<file path="src/rtl/vga_frame_reader_if.sv">
// FIFO read-side bundle between the VGA async FIFO and its pixel-clock consumer.
// The master is the reader, the slave is the FIFO.
interface vga_frame_reader_if;
    logic        fifo_empty;
    logic [15:0] fifo_data;
    logic        fifo_rd;

    modport master (input fifo_empty, input fifo_data, output fifo_rd);
    modport slave  (output fifo_empty, output fifo_data, input fifo_rd);
endinterface

</file>
<file path="src/rtl/vga_frame_reader.sv">
// VGA timing generator and FIFO consumer: pops one RGB565 word per active pixel
// once streaming has locked to a frame boundary, and flags underflow.
module vga_frame_reader #(
    parameter int H_ACTIVE = 640,
    parameter int H_FP     = 16,
    parameter int H_SYNC   = 96,
    parameter int H_BP     = 48,
    parameter int V_ACTIVE = 480,
    parameter int V_FP     = 10,
    parameter int V_SYNC   = 2,
    parameter int V_BP     = 33
) (
    input  logic                     clk,
    input  logic                     rst_n,
    vga_frame_reader_if.master       fifo,
    input  logic                     underflow_clr,
    output logic                     vga_hsync,
    output logic                     vga_vsync,
    output logic                     vga_de,
    output logic [4:0]               vga_r,
    output logic [5:0]               vga_g,
    output logic [4:0]               vga_b,
    output logic                     frame_start,
    output logic                     underflow
);
    localparam int H_TOTAL = H_ACTIVE + H_FP + H_SYNC + H_BP;
    localparam int V_TOTAL = V_ACTIVE + V_FP + V_SYNC + V_BP;
    localparam int HW      = $clog2(H_TOTAL);
    localparam int VW      = $clog2(V_TOTAL);

    localparam logic [HW-1:0] H_ACT_C  = HW'(H_ACTIVE);
    localparam logic [HW-1:0] H_LAST_C = HW'(H_TOTAL - 1);
    localparam logic [HW-1:0] HS_BEG_C = HW'(H_ACTIVE + H_FP);
    localparam logic [HW-1:0] HS_END_C = HW'(H_ACTIVE + H_FP + H_SYNC - 1);
    localparam logic [VW-1:0] V_ACT_C  = VW'(V_ACTIVE);
    localparam logic [VW-1:0] V_LAST_C = VW'(V_TOTAL - 1);
    localparam logic [VW-1:0] VS_BEG_C = VW'(V_ACTIVE + V_FP);
    localparam logic [VW-1:0] VS_END_C = VW'(V_ACTIVE + V_FP + V_SYNC - 1);

    typedef enum logic {IDLE, STREAM} state_e;

    state_e        state_q, state_d;
    logic [HW-1:0] h_cnt_q, h_cnt_d;
    logic [VW-1:0] v_cnt_q, v_cnt_d;
    logic          hsync_q, hsync_d;
    logic          vsync_q, vsync_d;
    logic          de_q, de_d;
    logic          pop_q, pop_d;
    logic          frame_start_q, frame_start_d;
    logic          underflow_q, underflow_d;

    logic h_end, v_end, active, streaming, starve;

    always_comb begin
        h_end     = (h_cnt_q == H_LAST_C);
        v_end     = (v_cnt_q == V_LAST_C);
        active    = (h_cnt_q < H_ACT_C) && (v_cnt_q < V_ACT_C);
        streaming = (state_q == STREAM);

        h_cnt_d = h_end ? '0 : h_cnt_q + 1'b1;
        v_cnt_d = v_cnt_q;
        if (h_end) v_cnt_d = v_end ? '0 : v_cnt_q + 1'b1;

        // Lock only on the last clock of a frame so word 0 lands on pixel (0,0).
        state_d = state_q;
        if (state_q == IDLE && h_end && v_end && !fifo.fifo_empty) state_d = STREAM;

        pop_d  = streaming && active && !fifo.fifo_empty;
        starve = streaming && active && fifo.fifo_empty;

        hsync_d       = !((h_cnt_q >= HS_BEG_C) && (h_cnt_q <= HS_END_C));
        vsync_d       = !((v_cnt_q >= VS_BEG_C) && (v_cnt_q <= VS_END_C));
        de_d          = streaming && active;
        frame_start_d = streaming && (h_cnt_q == '0) && (v_cnt_q == '0);
        underflow_d   = starve || (underflow_q && !underflow_clr);
    end

    always_ff @(posedge clk or negedge rst_n) begin
        if (!rst_n) begin
            state_q       <= IDLE;
            h_cnt_q       <= '0;
            v_cnt_q       <= '0;
            hsync_q       <= 1'b1;
            vsync_q       <= 1'b1;
            de_q          <= 1'b0;
            pop_q         <= 1'b0;
            frame_start_q <= 1'b0;
            underflow_q   <= 1'b0;
        end else begin
            state_q       <= state_d;
            h_cnt_q       <= h_cnt_d;
            v_cnt_q       <= v_cnt_d;
            hsync_q       <= hsync_d;
            vsync_q       <= vsync_d;
            de_q          <= de_d;
            pop_q         <= pop_d;
            frame_start_q <= frame_start_d;
            underflow_q   <= underflow_d;
        end
    end

    assign fifo.fifo_rd = pop_d;

    // The FIFO's own output register supplies the word in the cycle after the pop,
    // so the colour is gated by the registered pop rather than re-registered here.
    assign vga_r = pop_q ? fifo.fifo_data[15:11] : '0;
    assign vga_g = pop_q ? fifo.fifo_data[10:5]  : '0;
    assign vga_b = pop_q ? fifo.fifo_data[4:0]   : '0;

    assign vga_hsync   = hsync_q;
    assign vga_vsync   = vsync_q;
    assign vga_de      = de_q;
    assign frame_start = frame_start_q;
    assign underflow   = underflow_q;
endmodule

</file>
<file path="src/flat_wrapper.sv">
// flat-port wrapper written by rule: the top's interface ports become plain ports
module vga_frame_reader_flat 
#(
    parameter int H_ACTIVE = 640,
    parameter int H_FP     = 16,
    parameter int H_SYNC   = 96,
    parameter int H_BP     = 48,
    parameter int V_ACTIVE = 480,
    parameter int V_FP     = 10,
    parameter int V_SYNC   = 2,
    parameter int V_BP     = 33
)
  (clk, rst_n, underflow_clr, vga_hsync, vga_vsync, vga_de, vga_r, vga_g, vga_b, frame_start, underflow, fifo_fifo_empty, fifo_fifo_data, fifo_fifo_rd);
  vga_frame_reader_if fifo_i ();
  input  logic clk;
  input  logic rst_n;
  input  logic underflow_clr;
  output logic vga_hsync;
  output logic vga_vsync;
  output logic vga_de;
  output logic [4:0] vga_r;
  output logic [5:0] vga_g;
  output logic [4:0] vga_b;
  output logic frame_start;
  output logic underflow;
  input wire logic [$bits(fifo_i.fifo_empty)-1:0] fifo_fifo_empty;
  input wire logic [$bits(fifo_i.fifo_data)-1:0] fifo_fifo_data;
  output wire logic [$bits(fifo_i.fifo_rd)-1:0] fifo_fifo_rd;
  assign fifo_i.fifo_empty = fifo_fifo_empty;
  assign fifo_i.fifo_data = fifo_fifo_data;
  assign fifo_fifo_rd = fifo_i.fifo_rd;
  vga_frame_reader #(.H_ACTIVE(H_ACTIVE), .H_FP(H_FP), .H_SYNC(H_SYNC), .H_BP(H_BP), .V_ACTIVE(V_ACTIVE), .V_FP(V_FP), .V_SYNC(V_SYNC), .V_BP(V_BP)) u_core (.clk(clk), .rst_n(rst_n), .fifo(fifo_i), .underflow_clr(underflow_clr), .vga_hsync(vga_hsync), .vga_vsync(vga_vsync), .vga_de(vga_de), .vga_r(vga_r), .vga_g(vga_g), .vga_b(vga_b), .frame_start(frame_start), .underflow(underflow));
endmodule
</file>
<file path="config.mk">
export PLATFORM = sky130hd
export DESIGN_NAME = vga_frame_reader_flat
export DESIGN_NICKNAME = d
export VERILOG_FILES = /design/src/rtl/vga_frame_reader_if.sv /design/src/rtl/vga_frame_reader.sv /design/src/flat_wrapper.sv
export SDC_FILE = /design/constraint.sdc
export NUM_CORES = 1
export LEC_CHECK = 0
export ABC_AREA = 0
export CAP_MARGIN = 20
export CORE_MARGIN = 2
export CORE_UTILIZATION = 42
export CTS_CLUSTER_SIZE = 28
export DETAILED_ROUTE_END_ITERATION = 8
export PLACE_DENSITY = 0.73
export SLEW_MARGIN = 20
export SYNTH_ARGS = -nofsm -noshare
export SYNTH_HDL_FRONTEND = slang
export SYNTH_SLANG_ARGS = --single-unit
export TNS_END_PERCENT = 50
</file>
<file path="constraint.sdc">
create_clock -name clk -period 1.5 [get_ports clk]
set_input_delay 0.375 -clock clk [delete_from_list [all_inputs] [get_ports clk]]
set_output_delay 0.375 -clock clk [all_outputs]
set_load 0.01 [all_outputs]
</file>
Word level (Yosys, flattened, before mapping)

Cells that the tools add are included.
Widths: inputs -> output; s select.

Flip-flop bits (word level): 27
Input bits: 20
Output and inout port bits: 22

$add $sub $neg: 2
Magnitude comparators: 6
Eq/ne operators: 2
Multiplexer cells: 5
Bitwise operators: 1
Reductions and logical operators: 19

Operators by type and width:

| kind                  | number |
|---|---|
| $add 10x1->10 const B | 2 |
| $eq 10x10->1 const B  | 2 |
| $logic_not 10->1      | 2 |
| $mux 10               | 2 |
| $logic_and 1x1->1     | 12 |
| $ge 10x10->1 const B  | 1 |
| $ge 10x9->1 const B   | 1 |
| $le 10x10->1 const B  | 1 |
| $le 10x9->1 const B   | 1 |
| $lt 10x10->1 const B  | 1 |
| $lt 10x9->1 const B   | 1 |
| $mux 5                | 2 |
| $mux 6                | 1 |
| $logic_not 1->1       | 4 |
| $logic_or 1x1->1      | 1 |
| $not 1->1             | 1 |

Logic depth before layout (Yosys ltp)

Gate-level depths: netlist of run 1.

Word-level depth: 5
Mapped depth: 6

Worst setup path after synthesis of run 1

No wires, ideal clock.

Path kind: register to register
Start: register u_core.h_cnt_q[0]
End: register u_core.v_cnt_q[9]
Arrival time: 1,615 ps
Data required time: 1,423 ps
Path slack: -192 ps
Stages on the path, launching flop included: 6
Cells stage by stage: dfrtp_1 ha_1 and4_4 nand4_4 or4_1 a21oi_1

Cells in the longest elaborated chain, start to end: 1

RTL lines:

| item                   | RTL line               | RTL |
|---|---|---|
| from (decl)            | vga_frame_reader.sv:43 | `logic [HW-1:0] h_cnt_q, h_cnt_d;` |
| from (signal assigned) | vga_frame_reader.sv:91 | `h_cnt_q <= h_cnt_d;` |
| $eq 10x10->1           | vga_frame_reader.sv:55 | `h_end = (h_cnt_q == H_LAST_C);` |
| to (signal assigned)   | vga_frame_reader.sv:92 | `v_cnt_q <= v_cnt_d;` |
| to (decl)              | vga_frame_reader.sv:44 | `logic [VW-1:0] v_cnt_q, v_cnt_d;` |

Every way passes these cells.
A chain may end at the register's enable or synchronous reset.

Worst setup path in the final report of run 1

Start: register u_core.h_cnt_q[8]
End: output port fifo_fifo_rd

Cells in the longest elaborated chain, start to end: 4

RTL lines:

| item                  | RTL line               | RTL |
|---|---|---|
| $lt 10x10->1          | vga_frame_reader.sv:57 | `active = (h_cnt_q < H_ACT_C) && (v_cnt_q < V_ACT_C);` |
| $logic_and 1x1->1     | vga_frame_reader.sv:57 |  |
| $logic_and 1x1->1     | --                     |  |
| named net u_core.de_d | vga_frame_reader.sv:47 | `logic de_q, de_d;` |
| $logic_and 1x1->1     | vga_frame_reader.sv:68 | `pop_d = streaming && active && !fifo.fifo_empty;` |
| to (decl)             | flat_wrapper.sv:28     | `output wire logic [$bits(fifo_i.fifo_rd)-1:0] fifo_fifo_rd;` |

The timed path passes the listed nets, and every way through them passes these cells.

==> report_table.html, run 1 <==
<table>
<tr><th>Metric</th><th>Value</th></tr>
<tr><th colspan="2">Status</th></tr>
<tr><td>Result of the run</td><td>finished with violations</td></tr>
<tr><td>Violated checks</td><td>negative setup slack</td></tr>
<tr><th colspan="2">Yosys</th></tr>
<tr><td>Async set or reset register ratio after synthesis</td><td>1.00</td></tr>
<tr><td>Top post-synthesis cells by count</td><td>25 x dfrtp_1, 17 x and2_1, 9 x nor2_1</td></tr>
<tr><td>Number of enable flip-flop cells after synthesis</td><td>0</td></tr>
<tr><td>Sequential element share of the synthesized area</td><td>0.471</td></tr>
<tr><td>Most common cell in the synthesized netlist</td><td>dfrtp_1</td></tr>
<tr><td>Top cell type's share of synthesized area</td><td>0.435</td></tr>
<tr><td>Predominant post-synthesis flop cell</td><td>dfrtp_1</td></tr>
<tr><td>Net count after synthesis</td><td>between 150 and 200</td></tr>
<tr><td>Synth area leader</td><td>dfrtp_1</td></tr>
<tr><td>Synthesized netlist cell count</td><td>between 100 and 150</td></tr>
<tr><td>Seq cells post-synth</td><td>27</td></tr>
<tr><td>Average cell area after synthesis</td><td>just over 10 um^2</td></tr>
<tr><td>Synthesis warning total</td><td>0</td></tr>
<tr><td>Dominant cells by area after synthesis</td><td>dfrtp_1 43%, and2_1 7.4%, dfstp_2 3.7%</td></tr>
<tr><td>Mapped cell area</td><td>approximately 1400 um^2</td></tr>
<tr><td>Unique masters post-synth</td><td>37</td></tr>
<tr><th colspan="2">Placed design</th></tr>
<tr><td>Final HPWL DP</td><td>about 2.7 mm</td></tr>
<tr><td>PortBufs</td><td>41</td></tr>
<tr><td>Cell area after placement</td><td>2090 um^2</td></tr>
<tr><td>Global placer's final weighted congestion</td><td>around 0.77</td></tr>
<tr><th colspan="2">Global routing</th></tr>
<tr><td>Global route overflow</td><td>0</td></tr>
<tr><td>Pin count of the biggest net entering global routing</td><td>28</td></tr>
<tr><td>Global-route wire length before repair</td><td>6.21 mm</td></tr>
<tr><td>GR Util met3</td><td>0.0360</td></tr>
<tr><td>Initial antenna violation count</td><td>0</td></tr>
<tr><td>GR met2 Demand/Resource</td><td>0.337</td></tr>
<tr><td>Vias in the first global route</td><td>around 1300</td></tr>
<tr><td>Global-route total usage across every layer</td><td>0.196</td></tr>
<tr><td>Met1 Resource Use GR</td><td>0.255</td></tr>
<tr><td>Layer with the highest usage after global routing</td><td>met2</td></tr>
<tr><th colspan="2">STA</th></tr>
<tr><td>Period utilization</td><td>1.16</td></tr>
<tr><td>Crit path setup slack, layout</td><td>-243 ps</td></tr>
<tr><td>Minimum clock period after layout</td><td>~1700 ps</td></tr>
<tr><td>Highest achievable clock rate</td><td>approximately 570 MHz</td></tr>
<tr><td>Setup repair after global routing missed its margin</td><td>true</td></tr>
<tr><td>Number of max-slew violations in the final report</td><td>0</td></tr>
<tr><td>Number of hold-slack violations in the final timing report</td><td>0</td></tr>
<tr><td>Layout Skew</td><td>~4 ps</td></tr>
<tr><td>Slew at the pin with the worst max-slew slack</td><td>roughly 300 ps</td></tr>
<tr><td>Count of endpoints failing setup in the final report</td><td>32</td></tr>
<tr><td>Slew headroom</td><td>0.802</td></tr>
<tr><th colspan="2">Drt</th></tr>
<tr><td>DRC violation count after routing</td><td>0</td></tr>
<tr><td>Via count</td><td>1314</td></tr>
<tr><td>Via density per instance</td><td>roughly 5</td></tr>
<tr><td>First-pass DRT Iterations</td><td>4</td></tr>
<tr><td>Average detailed-routed wire length per instance</td><td>around 14 um</td></tr>
<tr><td>Routed WL</td><td>about 3.8 mm</td></tr>
<tr><td>Initial DRC count</td><td>51</td></tr>
<tr><td>Final antenna-violating net count</td><td>0</td></tr>
<tr><th colspan="2">Clocking</th></tr>
<tr><td>Clock tree from TritonCTS</td><td>built</td></tr>
<tr><td>Clock-pin slew reported for the worst setup and hold paths after clock tree synthesis</td><td>140 ps</td></tr>
<tr><td>Worst-case clock buffer depth</td><td>2</td></tr>
<tr><td>Clock sink count</td><td>27</td></tr>
<tr><td>Skew-Pair Late Insertion Delay</td><td>between 300 and 400 ps</td></tr>
<tr><td>Number of levels the H-tree was split into</td><td>1</td></tr>
<tr><td>CTS buffer count</td><td>3</td></tr>
<tr><td>Clock Tree Root</td><td>clkbuf_4</td></tr>
<tr><th colspan="2">Flow run</th></tr>
<tr><td>Number of max-cap violations</td><td>0</td></tr>
<tr><th colspan="2">Power</th></tr>
<tr><td>PD cells</td><td>between 400 and 500 nW/um^2</td></tr>
<tr><td>Total leakage power</td><td>1.10 nW</td></tr>
<tr><td>Worst supply voltage drop on vdd</td><td>between 0.3 and 0.4 mV</td></tr>
<tr><th colspan="2">Die</th></tr>
<tr><td>Area enclosed by the die boundary</td><td>a little under 4000 um^2</td></tr>
<tr><td>Initial Util</td><td>0.435</td></tr>
<tr><td>Overall die height</td><td>62.5 um</td></tr>
<tr><td>Die X-Extent</td><td>~63 um</td></tr>
<tr><td>Number of placed I/O pins</td><td>42</td></tr>
<tr><td>FP Rows</td><td>21</td></tr>
<tr><td>Core area</td><td>roughly 3300 um^2</td></tr>
<tr><th colspan="2">Final layout</th></tr>
<tr><td>Number of nets in the layout</td><td>around 240</td></tr>
<tr><td>Area Growth Syn to Fin</td><td>59.6%</td></tr>
<tr><td>Post-route standard cell area excluding fillers</td><td>~2300 um^2</td></tr>
<tr><td>Filler Cells Inserted</td><td>270</td></tr>
<tr><td>Antenna Diode Count</td><td>0</td></tr>
<tr><td>Area of the multi-input gates</td><td>around 800 um^2</td></tr>
<tr><td>Flip-flop and latch area</td><td>679 um^2</td></tr>
<tr><td>Proportion of layout cells with a drive suffix above 1</td><td>0.429</td></tr>
<tr><td>Final core utilization</td><td>0.694</td></tr>
<tr><th colspan="2">Worst setup path</th></tr>
<tr><td>Category of the critical setup timing path</td><td>reg2out</td></tr>
<tr><td>Element type at the critical path start</td><td>register</td></tr>
<tr><td>CP arrival</td><td>roughly 1400 ps</td></tr>
<tr><td>Worst EP required</td><td>1120 ps</td></tr>
<tr><td>Critical path capture point type</td><td>primary output</td></tr>
<tr><td>Biggest fanout along the worst timing path</td><td>2</td></tr>
<tr><th colspan="2">Min path</th></tr>
<tr><td>Class of the worst hold path</td><td>in2async</td></tr>
</table>
-- power by group --
part	internal [mW]	total [mW]	switching, mW
logic	0.0499	0.0731	0.0231
registers	0.728	0.728	0.0000000000000000243
clock network	0.104	0.316	0.212
total	0.882	1.12	0.235
-- metal layers --
layer,wire length (um),share of wire
met1,1700,0.45
met2,1970,0.52
met3,111,0.029
met4,26,0.0068
met5,0,0
-- sequential cells by signal, summed over array words and instances, names as in the netlist --
name,cells
u_core.underflow,1
u_core.vga_vsync,1
u_core.v_cnt_q,10
u_core.vga_de,1
u_core.pop_q,1
u_core.frame_start,1
u_core.vga_hsync,1
u_core.h_cnt_q,10
u_core.state_q,1
-- final cells by class --
| class | instances | share of cell area |
|---|---|---|
| clock buffers | 4 | 0.0114 |
| inverters | 8 | 0.0131 |
| multi-input cells | 104 | 0.344 |
| flip-flops and latches | 27 | 0.296 |
| well taps | 46 | 0.0251 |
| repair buffers | 76 | 0.310 |
-- placed cells by master, fill, tap and decap left out, types with 6 or more instances in the layout --
| cell type | instances |
|---|---|
| buf_4 | 29 |
| dfrtp_1 | 24 |
| buf_6 | 22 |
| clkdlybuf4s50_1 | 19 |
| and2_4 | 18 |
| inv_1 | 8 |
| nand3_1 | 8 |
| nand2_1 | 8 |
| nor2_1 | 8 |
| xor2_1 | 6 |
-- kinds of logic (layout without fill, tap and decap cells) --
| group | count (synthesis) | in the layout | share of synthesized area |
|---|---|---|---|
| simple gates | 74 | 74 | 0.324 |
| flops | 27 | 27 | 0.471 |
| compound gates | 16 | 16 | 0.0696 |
| buf+inv | 11 | 88 | 0.0391 |
| xor+xnor | 10 | 10 | 0.0609 |
| fa+ha+maj | 4 | 4 | 0.0348 |
-- critical path: stages (launching register included) --
cell and delay (ps):
dfrtp_1 420, o21ai_2 150, and4b_1 230, and2_4 160, buf_6 90
-- what timing repair did --
action | 4_1_cts | 5_1_grt
hold buffers | 0 | 0
setup buffers | 4 | 5
gates resized for setup | 102 | 29
pin swaps | 6 | 4
setup endpoints to repair | 29 | 29
-- worst paths after layout --
kind / from / end / slack (ps) / cells past startpoint
setup / recovery: u_core.h_cnt_q[8]$_DFF_PN0_ / fifo_fifo_rd / -240 / 4
hold / removal: rst_n / u_core.h_cnt_q[6]$_DFF_PN0_ / 390 / 2
setup reg to reg: u_core.h_cnt_q[7]$_DFF_PN0_ / u_core.v_cnt_q[9]$_DFFE_PN0N_ / -200 / 6
hold reg to reg: u_core.underflow$_DFF_PN0_ / u_core.underflow$_DFF_PN0_ / 540 / 2
max in group asynchronous: rst_n / u_core.vga_vsync$_DFF_PN1_ / 880 / 2
min in group clk: u_core.underflow$_DFF_PN0_ / u_core.underflow$_DFF_PN0_ / 540 / 2
-- metrics by stage --
stage / hold WS [ps] / instances / worst slack (ps) / power (mW) / TNS, ps
final: 388 / 265 / -243 / 1.12 / -2800
after global routing: 383 / 265 / -325 / 1.16 / -4970
after CTS: 386 / 260 / -254 / 1.13 / -1040
after detailed placement: 526 / 252 / -435 / 0.813 / -6140
after global placement: 527 / 252 / -401 / 0.812 / -5940
after floorplan: 79.4 / 142 / -60.4 / 0.743 / -185
Power figures use the tool's default switching activity.
==> run 2: changes to the inputs <==
--- a/config.mk
+++ b/config.mk
@@ -7,11 +7,12 @@
 export LEC_CHECK = 0
 export ABC_AREA = 0
 export CAP_MARGIN = 20
+export CORE_ASPECT_RATIO = 0.5
 export CORE_MARGIN = 2
-export CORE_UTILIZATION = 42
+export CORE_UTILIZATION = 47
 export CTS_CLUSTER_SIZE = 28
 export DETAILED_ROUTE_END_ITERATION = 8
-export PLACE_DENSITY = 0.73
+export PLACE_DENSITY = 0.77
 export SLEW_MARGIN = 20
 export SYNTH_ARGS = -nofsm -noshare
 export SYNTH_HDL_FRONTEND = slang
==> constraint.sdc (replaced) <==
create_clock -name clk -period 2 [get_ports clk]
set_input_delay 0.5 -clock clk [delete_from_list [all_inputs] [get_ports clk]]
set_output_delay 0.5 -clock clk [all_outputs]
set_load 0.01 [all_outputs]
==> run 2 against run 1 <==
Compared with the run above:
- the flow now finishes without violations
- sequential share of layout area increased by 4.2 points
- clock skew is 2.2 ps higher
- die area shrank 9.3%
- via count shrank 6.5%
- total power is 19% lower
- critical path type is now in2out
- critical path depth down 1
- count of clock-buffer cells in the layout shrank 1
- first-iteration DRC count is 45% higher
- highest routed layer unchanged
- critical endpoint is now vga_g[0]
==> report_table.html, run 2 (same netlist as run 1, synthesis figures left out) <==
<table>
<tr><th>Metric</th><th>Value</th></tr>
<tr><th colspan="2">Status</th></tr>
<tr><td>Result of the run</td><td>complete, no violations</td></tr>
<tr><th colspan="2">Placed design</th></tr>
<tr><td>Placed cell count</td><td>232 (-7.9%)</td></tr>
<tr><td>PortBufs</td><td>41 (unchanged)</td></tr>
<tr><td>Setup slack at placement</td><td>-182 ps (+252 ps)</td></tr>
<tr><td>Global placer's final weighted congestion</td><td>0.806 (+4.4%)</td></tr>
<tr><td>Final HPWL DP</td><td>2.38 mm (-12%)</td></tr>
<tr><th colspan="2">Clocking</th></tr>
<tr><td>Skew-Pair Late Insertion Delay</td><td>270 ps (-50 ps)</td></tr>
<tr><td>Clock Tree Root</td><td>clkbuf_8</td></tr>
<tr><td>CTS buffer count</td><td>3 (unchanged)</td></tr>
<tr><td>Clock sink count</td><td>27 (unchanged)</td></tr>
<tr><td>Worst-case clock buffer depth</td><td>2 (unchanged)</td></tr>
<tr><td>Clock-pin slew reported for the worst setup and hold paths after clock tree synthesis</td><td>100 ps (-40 ps)</td></tr>
<tr><td>Number of levels the H-tree was split into</td><td>1 (unchanged)</td></tr>
<tr><td>Hold buffer count at CTS</td><td>0 (unchanged)</td></tr>
<tr><td>Clock tree from TritonCTS</td><td>built</td></tr>
<tr><th colspan="2">Worst setup path</th></tr>
<tr><td>Element type at the critical path start</td><td>primary input</td></tr>
<tr><td>CP arrival</td><td>1350 ps (-20 ps)</td></tr>
<tr><td>Worst EP required</td><td>1500 ps (+380 ps)</td></tr>
<tr><td>Cells along the critical path</td><td>clkdlybuf4s50_1 &gt; and2_1 &gt; dlygate4sd2_1</td></tr>
<tr><td>Slowest cell delay on critical path</td><td>450 ps (+30 ps)</td></tr>
<tr><td>Slowest stage cell, crit path</td><td>clkdlybuf4s50_1</td></tr>
<tr><td>Biggest fanout along the worst timing path</td><td>1 (-1)</td></tr>
<tr><td>Category of the critical setup timing path</td><td>in2out</td></tr>
<tr><td>Critical path capture point type</td><td>primary output</td></tr>
<tr><td>Worst r2r path cells</td><td>5 (-1)</td></tr>
<tr><th colspan="2">STA</th></tr>
<tr><td>Minimum clock period after layout</td><td>between 1500 and 2000 ps</td></tr>
<tr><td>Number of hold-slack violations in the final timing report</td><td>0 (unchanged)</td></tr>
<tr><td>Count of endpoints failing setup in the final report</td><td>0 (-100%)</td></tr>
<tr><td>Slew at the pin with the worst max-slew slack</td><td>340 ps (+45.9 ps)</td></tr>
<tr><td>Highest achievable clock rate</td><td>roughly 540 MHz</td></tr>
<tr><td>Slew headroom</td><td>0.770 (-0.0321)</td></tr>
<tr><td>Final hold slack</td><td>492 ps (+104 ps)</td></tr>
<tr><td>Crit path setup slack, layout</td><td>153 ps (+395 ps)</td></tr>
<tr><td>Number of max-slew violations in the final report</td><td>0 (unchanged)</td></tr>
<tr><td>Period utilization</td><td>0.924</td></tr>
<tr><td>Setup repair after global routing missed its margin</td><td>false</td></tr>
<tr><td>Setup TNS</td><td>0 ps (+2800 ps)</td></tr>
<tr><td>Layout Skew</td><td>6.29 ps (+2.21 ps)</td></tr>
<tr><th colspan="2">Final layout</th></tr>
<tr><td>Most common cell after layout, fill and taps aside</td><td>dfrtp_1</td></tr>
<tr><td>Commonest cells after routing, fill and taps aside</td><td>25 x dfrtp_1, 24 x clkdlybuf4s50_1, 17 x and2_1</td></tr>
<tr><td>Largest regs</td><td>u_core.h_cnt_q x10, u_core.v_cnt_q x10</td></tr>
<tr><td>Area Growth Syn to Fin</td><td>39.4%</td></tr>
<tr><td>Proportion of layout cells with a drive suffix above 1</td><td>0.157 (-0.273)</td></tr>
<tr><td>Post-layout instance count excluding filler cells</td><td>238 (-10%)</td></tr>
<tr><td>Number of nets in the layout</td><td>223 (-8.6%)</td></tr>
<tr><td>Antenna Diode Count</td><td>0 (unchanged)</td></tr>
<tr><td>Filler Cells Inserted</td><td>237 (-12%)</td></tr>
<tr><th colspan="2">Global routing</th></tr>
<tr><td>Global-route wire length before repair</td><td>5.24 mm (-16%)</td></tr>
<tr><td>Initial antenna violation count</td><td>0 (unchanged)</td></tr>
<tr><td>Global-route total usage across every layer</td><td>0.195 (-0.000421)</td></tr>
<tr><td>Global route overflow</td><td>0 (unchanged)</td></tr>
<tr><td>Vias in the first global route</td><td>1129 (-15%)</td></tr>
<tr><td>Pin count of the biggest net entering global routing</td><td>28 (unchanged)</td></tr>
<tr><th colspan="2">Drt</th></tr>
<tr><td>Via count</td><td>1229 (-6.5%)</td></tr>
<tr><td>Final antenna-violating net count</td><td>0 (unchanged)</td></tr>
<tr><td>DRC violation count after routing</td><td>0 (unchanged)</td></tr>
<tr><td>Average detailed-routed wire length per instance</td><td>13.3 um (-7.6%)</td></tr>
<tr><td>First-pass DRT Iterations</td><td>4 (unchanged)</td></tr>
<tr><td>Via density per instance</td><td>5.16 (+4.1%)</td></tr>
<tr><td>Routed WL</td><td>3.16 mm (-17%)</td></tr>
<tr><td>Initial DRC count</td><td>74 (+45%)</td></tr>
<tr><th colspan="2">Power</th></tr>
<tr><td>Gate power share</td><td>0.054 (-0.011)</td></tr>
<tr><td>Final Power</td><td>0.909 mW (-19%)</td></tr>
<tr><td>Worst supply voltage drop on vdd</td><td>0.415 mV (+31%)</td></tr>
<tr><td>Sw Ratio</td><td>0.207 (-0.00336)</td></tr>
<tr><td>Clock network fraction of total power</td><td>0.346 (+0.063)</td></tr>
<tr><td>PD cells</td><td>453 nW/um^2 (-6.8%)</td></tr>
<tr><td>Cell Int Power</td><td>0.721 mW (-18%)</td></tr>
<tr><td>Flop pwr share</td><td>0.600 (-0.052)</td></tr>
<tr><td>Total leakage power</td><td>0.979 nW (-11%)</td></tr>
<tr><td>Net switching power of the design</td><td>0.188 mW (-20%)</td></tr>
<tr><th colspan="2">Flow run</th></tr>
<tr><td>Number of max-cap violations</td><td>0 (unchanged)</td></tr>
<tr><th colspan="2">Die</th></tr>
<tr><td>Core area</td><td>2960 um^2 (-11%)</td></tr>
<tr><td>Die X-Extent</td><td>82.3 um (+32%)</td></tr>
<tr><td>Number of placed I/O pins</td><td>42 (unchanged)</td></tr>
<tr><td>FP Rows</td><td>14 (-33%)</td></tr>
<tr><td>Initial Util</td><td>0.486 (+0.0514)</td></tr>
<tr><td>Overall die height</td><td>43.1 um (-31%)</td></tr>
<tr><td>Area enclosed by the die boundary</td><td>3550 um^2 (-9.3%)</td></tr>
<tr><th colspan="2">Min path</th></tr>
<tr><td>Worst hold path stage count</td><td>1</td></tr>
<tr><td>Class of the worst hold path</td><td>reg2reg</td></tr>
</table>
## run 2: final timing paths
kind | from | to | slack (ps)
max | fifo_fifo_data[5] | vga_g[0] | 150
min | u_core.state_q$_DFFE_PN0P_ | u_core.state_q$_DFFE_PN0P_ | 490
max reg2reg | u_core.h_cnt_q[0]$_DFF_PN0_ | u_core.v_cnt_q[9]$_DFFE_PN0N_ | 200
min reg2reg | u_core.state_q$_DFFE_PN0P_ | u_core.state_q$_DFFE_PN0P_ | 490
max in group asynchronous | rst_n | u_core.vga_hsync$_DFF_PN1_ | 1100
min in group asynchronous | rst_n | u_core.v_cnt_q[7]$_DFFE_PN0N_ | 590
## run 2: layer usage
| metal | track usage | vias to the layer above | wire length, um |
|---|---|---|---|
| met2 | 0.335 | 29 | 1560 |
| met4 | 0.0300 | 0 | 14 |
| li1 | - | 601 | - |
| met3 | 0.0553 | 2 | 181 |
| met5 | 0 | - | 0 |
| met1 | 0.250 | 597 | 1410 |
## run 2: timing repair
action	in CTS	in global routing
buffers inserted	1	1
gates resized for setup	19	2
setup endpoints to repair	17	1
pin swaps	1	2
## run 2: per-stage QoR
stage                     area [um^2]  utilization
final                            2010        0.678
after global routing             2010        0.678
after CTS                        2000        0.676
after detailed placement         1960        0.663
after global placement           1960        0.663
after floorplan                  1440            -
## run 2: cell type report
cell class / count / area [um^2] / area share
well taps: 40 / 50.0 / 0.0250
inverters: 8 / 30.0 / 0.0150
clock inverters: 1 / 7.51 / 0.00374
flip-flops and latches: 27 / 678 / 0.338
clock buffers: 3 / 41.3 / 0.0206
multi-input cells: 104 / 708 / 0.353
repair buffers: 55 / 490 / 0.245
## run 2: power groups by stage
stage	logic [mW]	registers, mW	clock network, mW
2_1_floorplan	0.000549	0.556	0
3_3_place_gp	0.0490	0.556	0
3_5_place_dp	0.0500	0.556	0
5_1_grt	0.0535	0.546	0.346
4_1_cts	0.0504	0.546	0.321
6_report	0.0495	0.546	0.314
## run 2: worst max-delay path: cells and delay by family
kind	cells	cell delay, ps
buf+inv	2	720
simple gates	1	120
